**config.mk**
```make
export PLATFORM = sky130hd
export DESIGN_NAME = cu_seq_multicycle
export DESIGN_NICKNAME = d
export VERILOG_FILES = /design/src/rtl/cu_seq_multicycle.sv
export SDC_FILE = /design/constraint.sdc
export NUM_CORES = 1
export LEC_CHECK = 0
export CORE_MARGIN = 3
export CORE_UTILIZATION = 45
export CTS_CLUSTER_DIAMETER = 200
export DETAILED_ROUTE_END_ITERATION = 6
export PLACE_DENSITY = 0.81
export SETUP_SLACK_MARGIN = 0.15
export SYNTH_ARGS = -nofsm -noshare
export SYNTH_HDL_FRONTEND = slang
export SYNTH_SLANG_ARGS = --single-unit
```
**constraint.sdc**
```tcl
create_clock -name i_clock -period 3 [get_ports i_clock]
set_clock_uncertainty 0.2 [all_clocks]
set_input_delay 0.3 -clock i_clock [delete_from_list [all_inputs] [get_ports i_clock]]
set_output_delay 0.3 -clock i_clock [all_outputs]
set_load 0.05 [all_outputs]
```
**src/rtl/cu_seq_multicycle.sv**
```systemverilog
// Multi-cycle control sequencer for a LEGv8-style datapath: owns the instruction
// register, decodes ALU/memory/branch classes and handshakes with both memories.
//
// state  | meaning
// FETCH  | request instruction word, load ir on ready
// DECODE | classify ir, flag illegal encodings
// EXEC   | drive ALU operand select, resolve branches
// MEM    | data memory access (load or store)
// WB     | register-file write and retire
// HALT   | memory timeout, wait for reset
module cu_seq_multicycle #(
    parameter int K_W      = 32,
    parameter int WAIT_MAX = 15,
    parameter int CNT_W    = 16
) (
    input  logic             i_clock,
    input  logic             i_reset,
    input  logic [31:0]      i_imem_rdata,
    input  logic             i_imem_ready,
    output logic             o_imem_req,
    input  logic             i_dmem_ready,
    output logic             o_dmem_req,
    output logic             o_dmem_we,
    input  logic [3:0]       i_status,
    input  logic             i_alu_zero,
    output logic [31:0]      o_ir,
    output logic [K_W-1:0]   o_k,
    output logic             o_pc_inc,
    output logic             o_pc_load,
    output logic             o_reg_we,
    output logic             o_alu_b_k,
    output logic             o_illegal,
    output logic             o_fault,
    output logic [CNT_W-1:0] o_retired
);

    typedef enum logic [2:0] {
        S_FETCH  = 3'd0,
        S_DECODE = 3'd1,
        S_EXEC   = 3'd2,
        S_MEM    = 3'd3,
        S_WB     = 3'd4,
        S_HALT   = 3'd5
    } state_t;

    typedef enum logic [2:0] {
        C_NONE  = 3'd0,
        C_DPI   = 3'd1,
        C_DPR   = 3'd2,
        C_LD    = 3'd3,
        C_ST    = 3'd4,
        C_B     = 3'd5,
        C_BCOND = 3'd6,
        C_CB    = 3'd7
    } cls_t;

    localparam logic [7:0] WAIT_LIM = WAIT_MAX[7:0];

    state_t             r_state;
    state_t             w_next;
    cls_t               r_cls;
    cls_t               w_cls;
    logic               r_cbnz;
    logic [31:0]        r_ir;
    logic [7:0]         r_wait;
    logic               r_fault;
    logic [CNT_W-1:0]   r_retired;

    logic               w_load_ir;
    logic               w_retire;
    logic               w_set_fault;
    logic               w_waiting;
    logic               w_timeout;
    logic               w_cond;
    logic               w_taken;
    logic [K_W-1:0]     w_k;
    logic               w_unused;

    logic               w_imem_req;
    logic               w_dmem_req;
    logic               w_dmem_we;
    logic               w_pc_inc;
    logic               w_pc_load;
    logic               w_reg_we;
    logic               w_alu_b_k;
    logic               w_illegal;

    // The carry flag is not consumed by any supported condition code.
    assign w_unused = i_status[1];

    always_comb begin
        w_cls = C_NONE;
        if (r_ir[28:26] == 3'b100) begin
            w_cls = C_DPI;
        end else if (r_ir[27:25] == 3'b101) begin
            w_cls = C_DPR;
        end else if (r_ir[27] && !r_ir[25]) begin
            w_cls = r_ir[22] ? C_LD : C_ST;
        end else if (r_ir[28:26] == 3'b101) begin
            if (r_ir[31:26] == 6'b000101) begin
                w_cls = C_B;
            end else if (r_ir[31:24] == 8'b01010100) begin
                w_cls = C_BCOND;
            end else if (r_ir[31:25] == 7'b1011010) begin
                w_cls = C_CB;
            end
        end
    end

    always_comb begin
        w_k = '0;
        case (w_cls)
            C_DPI:         w_k = {{(K_W-12){1'b0}}, r_ir[21:10]};
            C_LD, C_ST:    w_k = {{(K_W-9){r_ir[20]}}, r_ir[20:12]};
            C_B:           w_k = {{(K_W-26){r_ir[25]}}, r_ir[25:0]};
            C_BCOND, C_CB: w_k = {{(K_W-19){r_ir[23]}}, r_ir[23:5]};
            default:       w_k = '0;
        endcase
    end

    // status = {N, Z, C, V}
    always_comb begin
        w_cond = 1'b0;
        case (r_ir[3:0])
            4'b0000: w_cond = i_status[2];
            4'b0001: w_cond = ~i_status[2];
            4'b1010: w_cond = (i_status[3] == i_status[0]);
            4'b1011: w_cond = (i_status[3] != i_status[0]);
            4'b1100: w_cond = ~i_status[2] & (i_status[3] == i_status[0]);
            4'b1101: w_cond = i_status[2] | (i_status[3] != i_status[0]);
            4'b1110: w_cond = 1'b1;
            default: w_cond = 1'b0;
        endcase
    end

    always_comb begin
        w_taken = 1'b0;
        case (r_cls)
            C_B:     w_taken = 1'b1;
            C_BCOND: w_taken = w_cond;
            C_CB:    w_taken = r_cbnz ? ~i_alu_zero : i_alu_zero;
            default: w_taken = 1'b0;
        endcase
    end

    // Ready in the same cycle the count reaches the limit still completes the access.
    assign w_waiting = ((r_state == S_FETCH) && !i_imem_ready) ||
                       ((r_state == S_MEM) && !i_dmem_ready);
    assign w_timeout = w_waiting && (r_wait == WAIT_LIM);

    always_comb begin
        w_next      = r_state;
        w_imem_req  = 1'b0;
        w_dmem_req  = 1'b0;
        w_dmem_we   = 1'b0;
        w_pc_inc    = 1'b0;
        w_pc_load   = 1'b0;
        w_reg_we    = 1'b0;
        w_alu_b_k   = 1'b0;
        w_illegal   = 1'b0;
        w_load_ir   = 1'b0;
        w_retire    = 1'b0;
        w_set_fault = 1'b0;
        if (i_reset) begin
            w_next = S_FETCH;
        end else begin
            case (r_state)
                S_FETCH: begin
                    w_imem_req = 1'b1;
                    if (i_imem_ready) begin
                        w_load_ir = 1'b1;
                        w_pc_inc  = 1'b1;
                        w_next    = S_DECODE;
                    end else if (w_timeout) begin
                        w_set_fault = 1'b1;
                        w_next      = S_HALT;
                    end
                end
                S_DECODE: begin
                    if (w_cls == C_NONE) begin
                        w_illegal = 1'b1;
                        w_next    = S_FETCH;
                    end else begin
                        w_next = S_EXEC;
                    end
                end
                S_EXEC: begin
                    case (r_cls)
                        C_DPI: begin
                            w_alu_b_k = 1'b1;
                            w_next    = S_WB;
                        end
                        C_DPR: w_next = S_WB;
                        C_LD, C_ST: begin
                            w_alu_b_k = 1'b1;
                            w_next    = S_MEM;
                        end
                        C_B, C_BCOND, C_CB: begin
                            w_pc_load = w_taken;
                            w_retire  = 1'b1;
                            w_next    = S_FETCH;
                        end
                        default: w_next = S_FETCH;
                    endcase
                end
                S_MEM: begin
                    w_dmem_req = 1'b1;
                    w_dmem_we  = (r_cls == C_ST);
                    if (i_dmem_ready) begin
                        if (r_cls == C_ST) begin
                            w_retire = 1'b1;
                            w_next   = S_FETCH;
                        end else begin
                            w_next = S_WB;
                        end
                    end else if (w_timeout) begin
                        w_set_fault = 1'b1;
                        w_next      = S_HALT;
                    end
                end
                S_WB: begin
                    w_reg_we = 1'b1;
                    w_retire = 1'b1;
                    w_next   = S_FETCH;
                end
                S_HALT:  w_next = S_HALT;
                default: w_next = S_FETCH;
            endcase
        end
    end

    always_ff @(posedge i_clock) begin
        if (i_reset) begin
            r_state   <= S_FETCH;
            r_ir      <= '0;
            r_cls     <= C_NONE;
            r_cbnz    <= 1'b0;
            r_wait    <= '0;
            r_fault   <= 1'b0;
            r_retired <= '0;
        end else begin
            r_state <= w_next;
            if (w_load_ir) begin
                r_ir <= i_imem_rdata;
            end
            if (r_state == S_DECODE) begin
                r_cls  <= w_cls;
                r_cbnz <= r_ir[24];
            end
            if (w_waiting && !w_timeout) begin
                r_wait <= r_wait + 8'd1;
            end else begin
                r_wait <= '0;
            end
            if (w_set_fault) begin
                r_fault <= 1'b1;
            end
            if (w_retire) begin
                r_retired <= r_retired + CNT_W'(1);
            end
        end
    end

    assign o_imem_req = w_imem_req;
    assign o_dmem_req = w_dmem_req;
    assign o_dmem_we  = w_dmem_we;
    assign o_pc_inc   = w_pc_inc;
    assign o_pc_load  = w_pc_load;
    assign o_reg_we   = w_reg_we;
    assign o_alu_b_k  = w_alu_b_k;
    assign o_illegal  = w_illegal;
    assign o_ir       = r_ir;
    assign o_k        = w_k;
    assign o_fault    = r_fault;
    assign o_retired  = r_retired;

endmodule

```
# Yosys cells after proc, flatten, opt, wreduce, memory -nomap -nowiden
# Cells that the tools add are included.
# word_totals
register_bits	64
out_inout_bits	89
wordCells	116
# op_classes
add_sub_neg	2
n_eq_ne	33
muxes	49
n_bitwise	5
n_reduce_logical	20
# op_table
cell	count
$pmux W32 S4	1
$eq A3 B3 Y1 const B	13
$mux W3	12
$mux W1	29
$eq A4 B4 Y1 const B	5
$add A16 B1 Y16 const B	1
$eq A3 B2 Y1 const B	5
$pmux W3 S5	1
$reduce_or A2 Y1	5
$eq A3 B1 Y1 const B	3
$add A8 B1 Y8 const B	1
$eq A8 B4 Y1 const B	1
$eq A8 B7 Y1 const B	1
$eq A7 B7 Y1 const B	1
$pmux W1 S7	1
$eq A6 B3 Y1 const B	1
$logic_not A3 Y1	2
$pmux W1 S3	2
$pmux W3 S2	1
$reduce_or A3 Y1	2
$logic_and A1 B1 Y1	5
$eq A4 B1 Y1 const B	1
$logic_not A1 Y1	4
$logic_not A4 Y1	1
8 further kinds	10

# Longest topological paths before layout
# Gate-level depths: netlist of run 1.
# depth
depth_word	12
mapped_depth	7
ltp_nobuf	6

# Least setup slack after synthesis of run 1
# Ideal clock, no wire load.
# synth_path
kind	register -> output
start	register r_ir[27] (netlist: o_ir[27])
end	output port o_illegal
arrival_ns	2.837
t_required_ns	2.500
slack_ns	-0.337
stages_incl_launch_ff	6
path_cell_list	dfxtp_1 > nand3b_1 > nor4_2 > a2111oi_0 > nand3_1 > nor3_1
# synth_via
elab_chain_cells	12
elab_cells_between_ends	18
cone_classes	eq/ne: 6; mux: 10; reduce/logical: 2
# synth_rtl
item	line	text
start, declared	64	logic [31:0] r_ir;
start signal, assigned	244	r_ir <= i_imem_rdata;
$eq A7 B7 Y1	104	end else if (r_ir[31:25] == 7'b1011010) begin
$mux W3	104	
$mux W3	102	end else if (r_ir[31:24] == 8'b01010100) begin
$mux W3	100	if (r_ir[31:26] == 6'b000101) begin
$mux W3	99	end else if (r_ir[28:26] == 3'b101) begin
$mux W3	97	end else if (r_ir[27] && !r_ir[25]) begin
$mux W3	95	end else if (r_ir[27:25] == 3'b101) begin
$mux W3 *	93	if (r_ir[28:26] == 3'b100) begin
$logic_not A3 Y1 *	180	if (w_cls == C_NONE) begin
$mux W1 *	180	
$mux W1 *	167	case (r_state)
$mux W1 *	164	if (i_reset) begin
end, declared	32	output logic o_illegal,
# Mark *: on every way between the ends. The rest lies on a longest branch, timed or not.

# Final worst setup path of run 1
# layout_path
start	register r_ir[30] (netlist: o_ir[30])
end	output port o_illegal
# layout_via
elab_chain_cells	12
elab_cells_between_ends	14
cone_classes	eq/ne: 3; mux: 10; reduce/logical: 1
# layout_rtl
item	line
$eq A7 B7 Y1	104
$mux W3	104
$mux W3	102
$mux W3 *	100
$mux W3 *	99
$mux W3 *	97
$mux W3 *	95
$mux W3 *	93
$logic_not A3 Y1 *	180
$mux W1 *	180
$mux W1 *	167
$mux W1 *	164
# Marked as above.

==> results of run 1 <==
==> Yosys cell counts, types with 2 or more instances <==
cell type                    n  area share
sky130_fd_sc_hd__inv_1       2      0.0022
sky130_fd_sc_hd__a211oi_1    6       0.013
sky130_fd_sc_hd__nand2_1    77       0.083
sky130_fd_sc_hd__o211ai_1    2      0.0043
sky130_fd_sc_hd__xor2_1      3      0.0076
sky130_fd_sc_hd__buf_1       3      0.0032
sky130_fd_sc_hd__nand3b_1    5       0.011
sky130_fd_sc_hd__a21o_1      9       0.019
sky130_fd_sc_hd__xnor2_1    22       0.055
sky130_fd_sc_hd__o22ai_1     2      0.0036
sky130_fd_sc_hd__a21oi_1    11       0.016
sky130_fd_sc_hd__dfxtp_1    64        0.37
sky130_fd_sc_hd__a2111oi_1   5       0.014
sky130_fd_sc_hd__and2_1      2      0.0036
sky130_fd_sc_hd__clkbuf_1   19       0.021
sky130_fd_sc_hd__nand4_1     3      0.0054
sky130_fd_sc_hd__ha_1        2      0.0072
sky130_fd_sc_hd__a21boi_0    3      0.0065
sky130_fd_sc_hd__nor3_1      7       0.010
sky130_fd_sc_hd__nand2b_1   38       0.068
sky130_fd_sc_hd__buf_4      10       0.022
sky130_fd_sc_hd__a31oi_1     3      0.0054
sky130_fd_sc_hd__nand3_1    13       0.019
sky130_fd_sc_hd__a221oi_1    3      0.0076
sky130_fd_sc_hd__or3_1       2      0.0036
sky130_fd_sc_hd__a222oi_1    8       0.023
sky130_fd_sc_hd__buf_2       2      0.0029
sky130_fd_sc_hd__o21ai_0    40       0.058
sky130_fd_sc_hd__nor2_1     33       0.036
sky130_fd_sc_hd__buf_6       2      0.0065
sky130_fd_sc_hd__and3_1      2      0.0036
sky130_fd_sc_hd__nor2b_1     3      0.0054
sky130_fd_sc_hd__a221o_1     5       0.014
==> flip-flops by register name (all words and copies together) (netlist names) <==
name	flops
r_state	3
o_fault	1
r_cls	3
r_wait	8
o_ir	32
r_cbnz	1
o_retired	16
==> how the worst max path moves through the flow <==
stage	start	to	slack, ns	cells past startpoint
3_3_place_gp	o_ir[31]	o_k[30]	0.50	5
3_5_place_dp	o_ir[31]	o_k[30]	0.48	5
6_report	o_ir[30]	o_illegal	0.23	7
4_1_cts	o_ir[25]	o_illegal	0.17	7
2_1_floorplan	o_ir[27]	o_illegal	0.07	5
5_1_grt	o_ir[27]	o_illegal	0.11	7
==> cells by family (layout without fill, tap and decap cells) <==
group | count (synthesis) | in the layout | synth area share
simple gates | 198 | 198 | 0.2842
compound gates | 105 | 105 | 0.2173
buf+inv | 38 | 154 | 0.05683
fa+ha+maj | 2 | 2 | 0.007193
mux | 1 | 1 | 0.003237
flops | 64 | 64 | 0.3683
xor+xnor | 25 | 25 | 0.06295
==> per-stage QoR <==
step / hold WS (ns) / cells / setup WS, ns
after floorplan: 0.2086 / 433 / 0.06749
after global placement: 0.2298 / 632 / 0.4962
after detailed placement: 0.2467 / 632 / 0.4809
after CTS: 0.2157 / 648 / 0.1736
after global routing: 0.2501 / 648 / 0.1131
final: 0.2173 / 648 / 0.2291
==> metal layers <==
layer / up-vias / wire [µm] / global-route usage
met3: 11 / 618 / 0.06090
met2: 111 / 5362 / 0.4157
met4: 0 / 144 / 0.06017
met5: - / 0 / 0
li1: 1738 / - / -
met1: 1710 / 4393 / 0.2951
==> layout make-up <==
| type | instances | area share |
|---|---|---|
| clock buffer | 11 | 0.02671 |
| clock inverter | 5 | 0.006145 |
| inverter | 2 | 0.001418 |
| multi-input combinational | 331 | 0.3836 |
| sequential | 64 | 0.2423 |
| tap | 99 | 0.02340 |
| timing repair buffer | 136 | 0.3165 |
==> report_power, final <==
group | switching [µW] | internal [µW] | leakage (µW)
combinational | 336 | 240 | 0.00129
sequential | 80.7 | 894 | 0.000523
clock | 347 | 319 | 0.0000813
total | 764 | 1450 | 0.00190
==> what timing repair did <==
action,CTS,global route
resized for setup,1,4
setup endpoints to repair,7,8
pin swaps,0,0
==> implementation parameters, run 1 <==
Parameter                              Value

Run status
  Run status ... completed

Cells and area
  Register cell area after layout ... about 1300 µm²
  # fillers ... approximately 560
  Fraction of layout instances using a drive strength above 1 ... 0.1403
  Area of the multi-input gates ... just over 2000 µm²
  P&R area growth vs syn ... 52.19%
  Commonest non-fill, non-tap cell in the layout ... sky130_fd_sc_hd__clkdlybuf4s50_1
  Post-route cell area ... 5294 µm²
  Layout Nets ... roughly 590
  Final Util ... 0.7183
  Most frequent cells in the layout ... sky130_fd_sc_hd__clkdlybuf4s50_1, sky130_fd_sc_hd__nand2_1, sky130_fd_sc_hd__dfxtp_1
  Inserted Diodes ... 0

Clock network
  CTS root buf ... sky130_fd_sc_hd__clkbuf_8
  Post-CTS repair timing setup buffer count ... 0
  Clock transition at the registers of the reported paths ... approximately 0.08 ns
  TritonCTS clock tree ... built
  Maximum clock path buffer count ... 2
  Clock net sink count ... 64
  Latest clock arrival within the worst-skew pair ... 0.34 ns
  Cts-stage hold buffer count ... 0
  TritonCTS buffer count ... 9
  Number of levels in the clock H-tree ... 3

STA
  Unrepaired setup endpoints after global routing ... yes
  Post-route minimum period ... 2.771 ns
  Final TNS setup ... 0 ns
  Pins Over Slew Limit ... 0
  Final hold violation count ... 0
  Maximum clock frequency ... 360.9 MHz
  Remaining max-slew budget at the tightest pin ... 0.6351
  Period utilisation layout ... 0.9236
  Total setup violations reported at the end of the flow ... 0
  Tightest Pin Transition ... approximately 0.55 ns

Worst setup path
  Data arrival, critical path ... ~2.3 ns
  RR Endpoint ... o_retired[15]
  Count of buffer and inverter cells on the critical path ... 2
  Slowest cell on the critical path ... sky130_fd_sc_hd__or4b_1
  Worst Path Required ... approximately 2.5 ns
  Type of origin of the critical path ... flip-flop
  Biggest cell delay along the critical path ... slightly below 0.5 ns
  Crit-path leading delay family ... simple AND/OR/NAND/NOR gates
  Cells along the critical path ... or4b_1 > a211oi_2 > buf_6 > nor3_1 > nand3_1 > nor3_2 > buf_4
  Start of the worst register-to-register path ... r_state[0]
  Flop-to-flop setup slack ... about 0.66 ns
  Crit. End Element ... output port
  Max Fanout on Critical Path ... 21
  Register-to-Register Path Depth ... 5
  Critical Setup Path Class ... flip-flop to output port

Pwr
  Worst vdd ir ... about 230 µV
  Cell leakage power ... 0.001897 µW
  Pwr per Cell Area ... around 420 nW/µm²
  Pwr Total ... 2216 µW

Job
  Max-cap viol count ... 0

Worst hold path
  HP Start ... i_reset
  Hold path depth ... 2
  Endpoint of the worst hold path ... o_retired[13]
  Type of the worst min-delay path ... input port to flip-flop

Detailed routing
  WL final ... 10.52 mm
  Wire length per cell after detailed routing ... 16.23 µm
  Total via count in the routed design ... 3570
  Antenna Nets Post-Route ... 0
  Via-to-Cell Ratio ... 5.509
  Remaining DRCs ... 0
  Number of violations reported at the end of detailed-routing iteration 0 ... 251
  Detailed-router iteration count before antenna repair ... 5

GRT
  Remaining Overflow, GRT ... 0
  Vias in the first global route ... roughly 3400
  Number of antenna violations at the first check in global routing ... 0
  Wire length of the first global-routing pass ... between 15 and 20 mm
  Pin count of the biggest net entering global routing ... 35
  GRT Resource Usage Total ... 0.2397

Yosys
  Post-synthesis async set-or-reset flop share ... 0
  Count of mapped cells out of synthesis ... around 430
  Distinct cell type count of the synthesized netlist ... between 50 and 60
  Netlist area before placement ... roughly 3500 µm²
  Number of nets produced by synthesis ... approximately 480
  Leading register cell type out of synthesis ... sky130_fd_sc_hd__dfxtp_1
  Average cell area after synthesis ... about 8 µm²
  Yosys warning total ... 0
  Seq/Total Area, Yosys ... 0.3683
  Count of state elements after synthesis ... between 60 and 70
  Post-synth EDFFs ... 0

Place
  Number of buffers added on ports ... between 100 and 150
  Cell Area, Placed ... ~5000 µm²
  Gpl congestion ... ~0.85
  Total half-perimeter wirelength after legalization and detailed placement ... roughly 7.5 mm

Die
  Core area ... about 7400 µm²
  Die W ... roughly 94 µm
  Die Footprint ... a little under 9000 µm²
  Floorplan row count ... 31
  I/O pins ... 130
  Initial standard-cell utilization of the core ... 0.4720
  Die boundary height ... ~94 µm
(Power assumes the default switching activity.)
==> inputs of run 2 (changes only) <==
Settings changed: CORE_UTILIZATION 45 to 48, PLACE_DENSITY 0.81 to 0.86.
Clock period 3 ns to 3.4 ns, I/O delays scaled along.
==> run 2 against run 1 <==
Compared with the run above:
- critical path depth down 3
- flip-flop and latch count stayed put
- hold slack improved by 0.035 ns
- clock power decreased by 17%
- first-iteration DRC count increased by 33%
==> implementation parameters, run 2 (synthesized netlist as in run 1, its figures left out) <==
Parameter                              Value

Clock network
  Number of levels in the clock H-tree ... 3 (unchanged)
  TritonCTS buffer count ... 9 (unchanged)
  Clock net sink count ... 64 (unchanged)
  CTS root buf ... sky130_fd_sc_hd__clkbuf_8
  Maximum clock path buffer count ... 2 (unchanged)
  Clock transition at the registers of the reported paths ... 0.07 ns (about the same)
  Post-CTS resize count ... 0 (-1)
  Cts-stage hold buffer count ... 0 (unchanged)
  TritonCTS clock tree ... built
  Post-CTS repair timing setup buffer count ... 0 (unchanged)
  Latest clock arrival within the worst-skew pair ... 0.34 ns (about the same)

Cells and area
  Fraction of layout instances using a drive strength above 1 ... 0.1314 (-0.008868)
  Finished Layout Cells ... 644 (-0.62%)
  Register cell area after layout ... 1281 µm² (about the same)
  # fillers ... 504 (-9.7%)
  Commonest non-fill, non-tap cell in the layout ... sky130_fd_sc_hd__clkdlybuf4s50_1
  Most frequent cells in the layout ... sky130_fd_sc_hd__clkdlybuf4s50_1, sky130_fd_sc_hd__nand2_1, sky130_fd_sc_hd__dfxtp_1
  Inserted Diodes ... 0 (unchanged)
  Flip-flop count of the largest register, all copies and words added ... 32 (unchanged)
  P&R area growth vs syn ... 51.26%
  Layout Nets ... 587 (unchanged)
  Area of the multi-input gates ... 2023 µm² (-0.37%)
  Final Util ... 0.7618 (+0.04344)
  Post-route cell area ... 5261 µm² (-0.61%)

Detailed routing
  Total via count in the routed design ... 3576 (+0.17%)
  Wire length per cell after detailed routing ... 16.16 µm (-0.48%)
  Via-to-Cell Ratio ... 5.553 (+0.79%)
  Detailed-router iteration count before antenna repair ... 5 (unchanged)
  Remaining DRCs ... 0 (unchanged)
  WL final ... 10.40 mm (-1.1%)
  Number of violations reported at the end of detailed-routing iteration 0 ... 334 (+33%)
  Antenna Nets Post-Route ... 0 (unchanged)

Die
  Die W ... 91.13 µm (-3.0%)
  Initial standard-cell utilization of the core ... 0.5036 (+0.03164)
  I/O pins ... 130 (unchanged)
  Floorplan row count ... 30 (-3.2%)
  Die boundary height ... 91.13 µm (-3.0%)
  Core area ... 6907 µm² (-6.3%)
  Die Footprint ... 8304 µm² (-5.9%)

Place
  Cell Area, Placed ... 5094 µm² (-0.24%)
  Gpl congestion ... 0.8836 (+3.7%)
  Placed instance count ... 629 (-0.47%)
  Number of buffers added on ports ... 128 (unchanged)
  Total half-perimeter wirelength after legalization and detailed placement ... 7.502 mm (+0.13%)

Worst setup path
  Crit. End Element ... output port
  Worst Path Required ... 2.86 ns (+0.36 ns)
  Max Fanout on Critical Path ... 12 (-43%)
  Count of buffer and inverter cells on the critical path ... 1 (-1)
  Data arrival, critical path ... 2.45 ns (+0.18 ns)
  Biggest cell delay along the critical path ... 0.84 ns (+0.35 ns)
  Critical Setup Path Class ... flip-flop to output port
  Cells along the critical path ... nand2b_1 > nor3_1 > a21boi_0 > clkdlybuf4s50_1
  Crit-path leading delay family ... buffers and inverters
  Type of origin of the critical path ... flip-flop
  Slowest cell on the critical path ... sky130_fd_sc_hd__clkdlybuf4s50_1

STA
  Maximum clock frequency ... between 300 and 400 MHz
  Period utilisation layout ... 0.8802
  Total setup violations reported at the end of the flow ... 0 (unchanged)
  Pins Over Slew Limit ... 0 (unchanged)
  Tightest Pin Transition ... 0.7870 ns (+0.2412 ns)
  Final TNS setup ... 0 ns (unchanged)
  Unrepaired setup endpoints after global routing ... no
  Remaining max-slew budget at the tightest pin ... 0.4618 (-0.1733)
  Post-route minimum period ... 2.993 ns
  Final hold violation count ... 0 (unchanged)

Pwr
  Worst vdd ir ... 303.4 µV (+31%)
  Cell leakage power ... 0.001915 µW (+0.93%)
  Share of total power in combinational logic ... 0.262 (+0.002)
  Switching power total ... 659.1 µW (-14%)
  Flop pwr share ... 0.448 (+0.008)
  Pwr per Cell Area ... 363.9 nW/µm² (-13%)
  Pwr Total ... 1915 µW (-14%)
  Internal ... 1255 µW (-14%)
  Clock network power share ... 0.290 (-0.011)
  Net Sw Frac ... 0.3443 (-0.0003448)

Worst hold path
  Type of the worst min-delay path ... flip-flop to flip-flop

GRT
  Met2 Use GR ... 0.4206 (+0.004871)
  Routing usage on met3 ... 0.06794 (+0.007040)
  Pin count of the biggest net entering global routing ... 33 (-5.7%)
  Vias in the first global route ... 3428 (+1.5%)
  Most used routing layer in global routing ... met2
  Number of antenna violations at the first check in global routing ... 0 (unchanged)
  GRT Resource Usage Total ... 0.2527 (+0.01296)
  Met1 usage in global routing ... 0.3148 (+0.01968)
  Wire length of the first global-routing pass ... 17.20 mm (+1.7%)
  Remaining Overflow, GRT ... 0 (unchanged)

Job
  Max-cap viol count ... 0 (unchanged)

Run status
  Run status ... completed
[run 2: power by group through the flow]
stage	Clock [µW]	Combinational [µW]	Sequential (µW)
3_5_place_dp	0	501	872
6_report	555	501	858
2_1_floorplan	0	195	956
3_3_place_gp	0	493	869
4_1_cts	565	503	856
5_1_grt	594	529	866
[run 2: metrics by stage]
| step | hold WS, ns | setup slack, ns |
|---|---|---|
| 2_1_floorplan | 0.2179 | 0.3308 |
| 3_3_place_gp | 0.2272 | 0.5117 |
| 3_5_place_dp | 0.2444 | 0.4964 |
| 4_1_cts | 0.2498 | 0.2888 |
| 5_1_grt | 0.2790 | 0.2617 |
| 6_report | 0.2519 | 0.4073 |
[run 2: metal layers]
metal / wire length (µm) / share of wire
met1: 4242 / 0.41
met4: 268 / 0.026
met5: 0 / 0
met3: 653 / 0.063
met2: 5240 / 0.50
[run 2: layout make-up]
type | count | area share
Clock buffer | 10 | 0.02426
Clock inverter | 5 | 0.006659
Inverter | 2 | 0.001427
Multi-Input combinational cell | 331 | 0.3845
Sequential cell | 64 | 0.2435
Tap cell | 96 | 0.02283
Timing Repair Buffer | 136 | 0.3168
[run 2: path summary, 6_finish.rpt]
kind / from / depth (start not counted) / slack, ns / to
worst max-delay path: r_state[1] / 4 / 0.41 / o_alu_b_k
worst min-delay path: r_wait[0] / 1 / 0.25 / r_wait[0]
worst max register to register: r_state[0] / 5 / 1.00 / o_retired[15]
worst min register to register: r_wait[0] / 1 / 0.25 / r_wait[0]
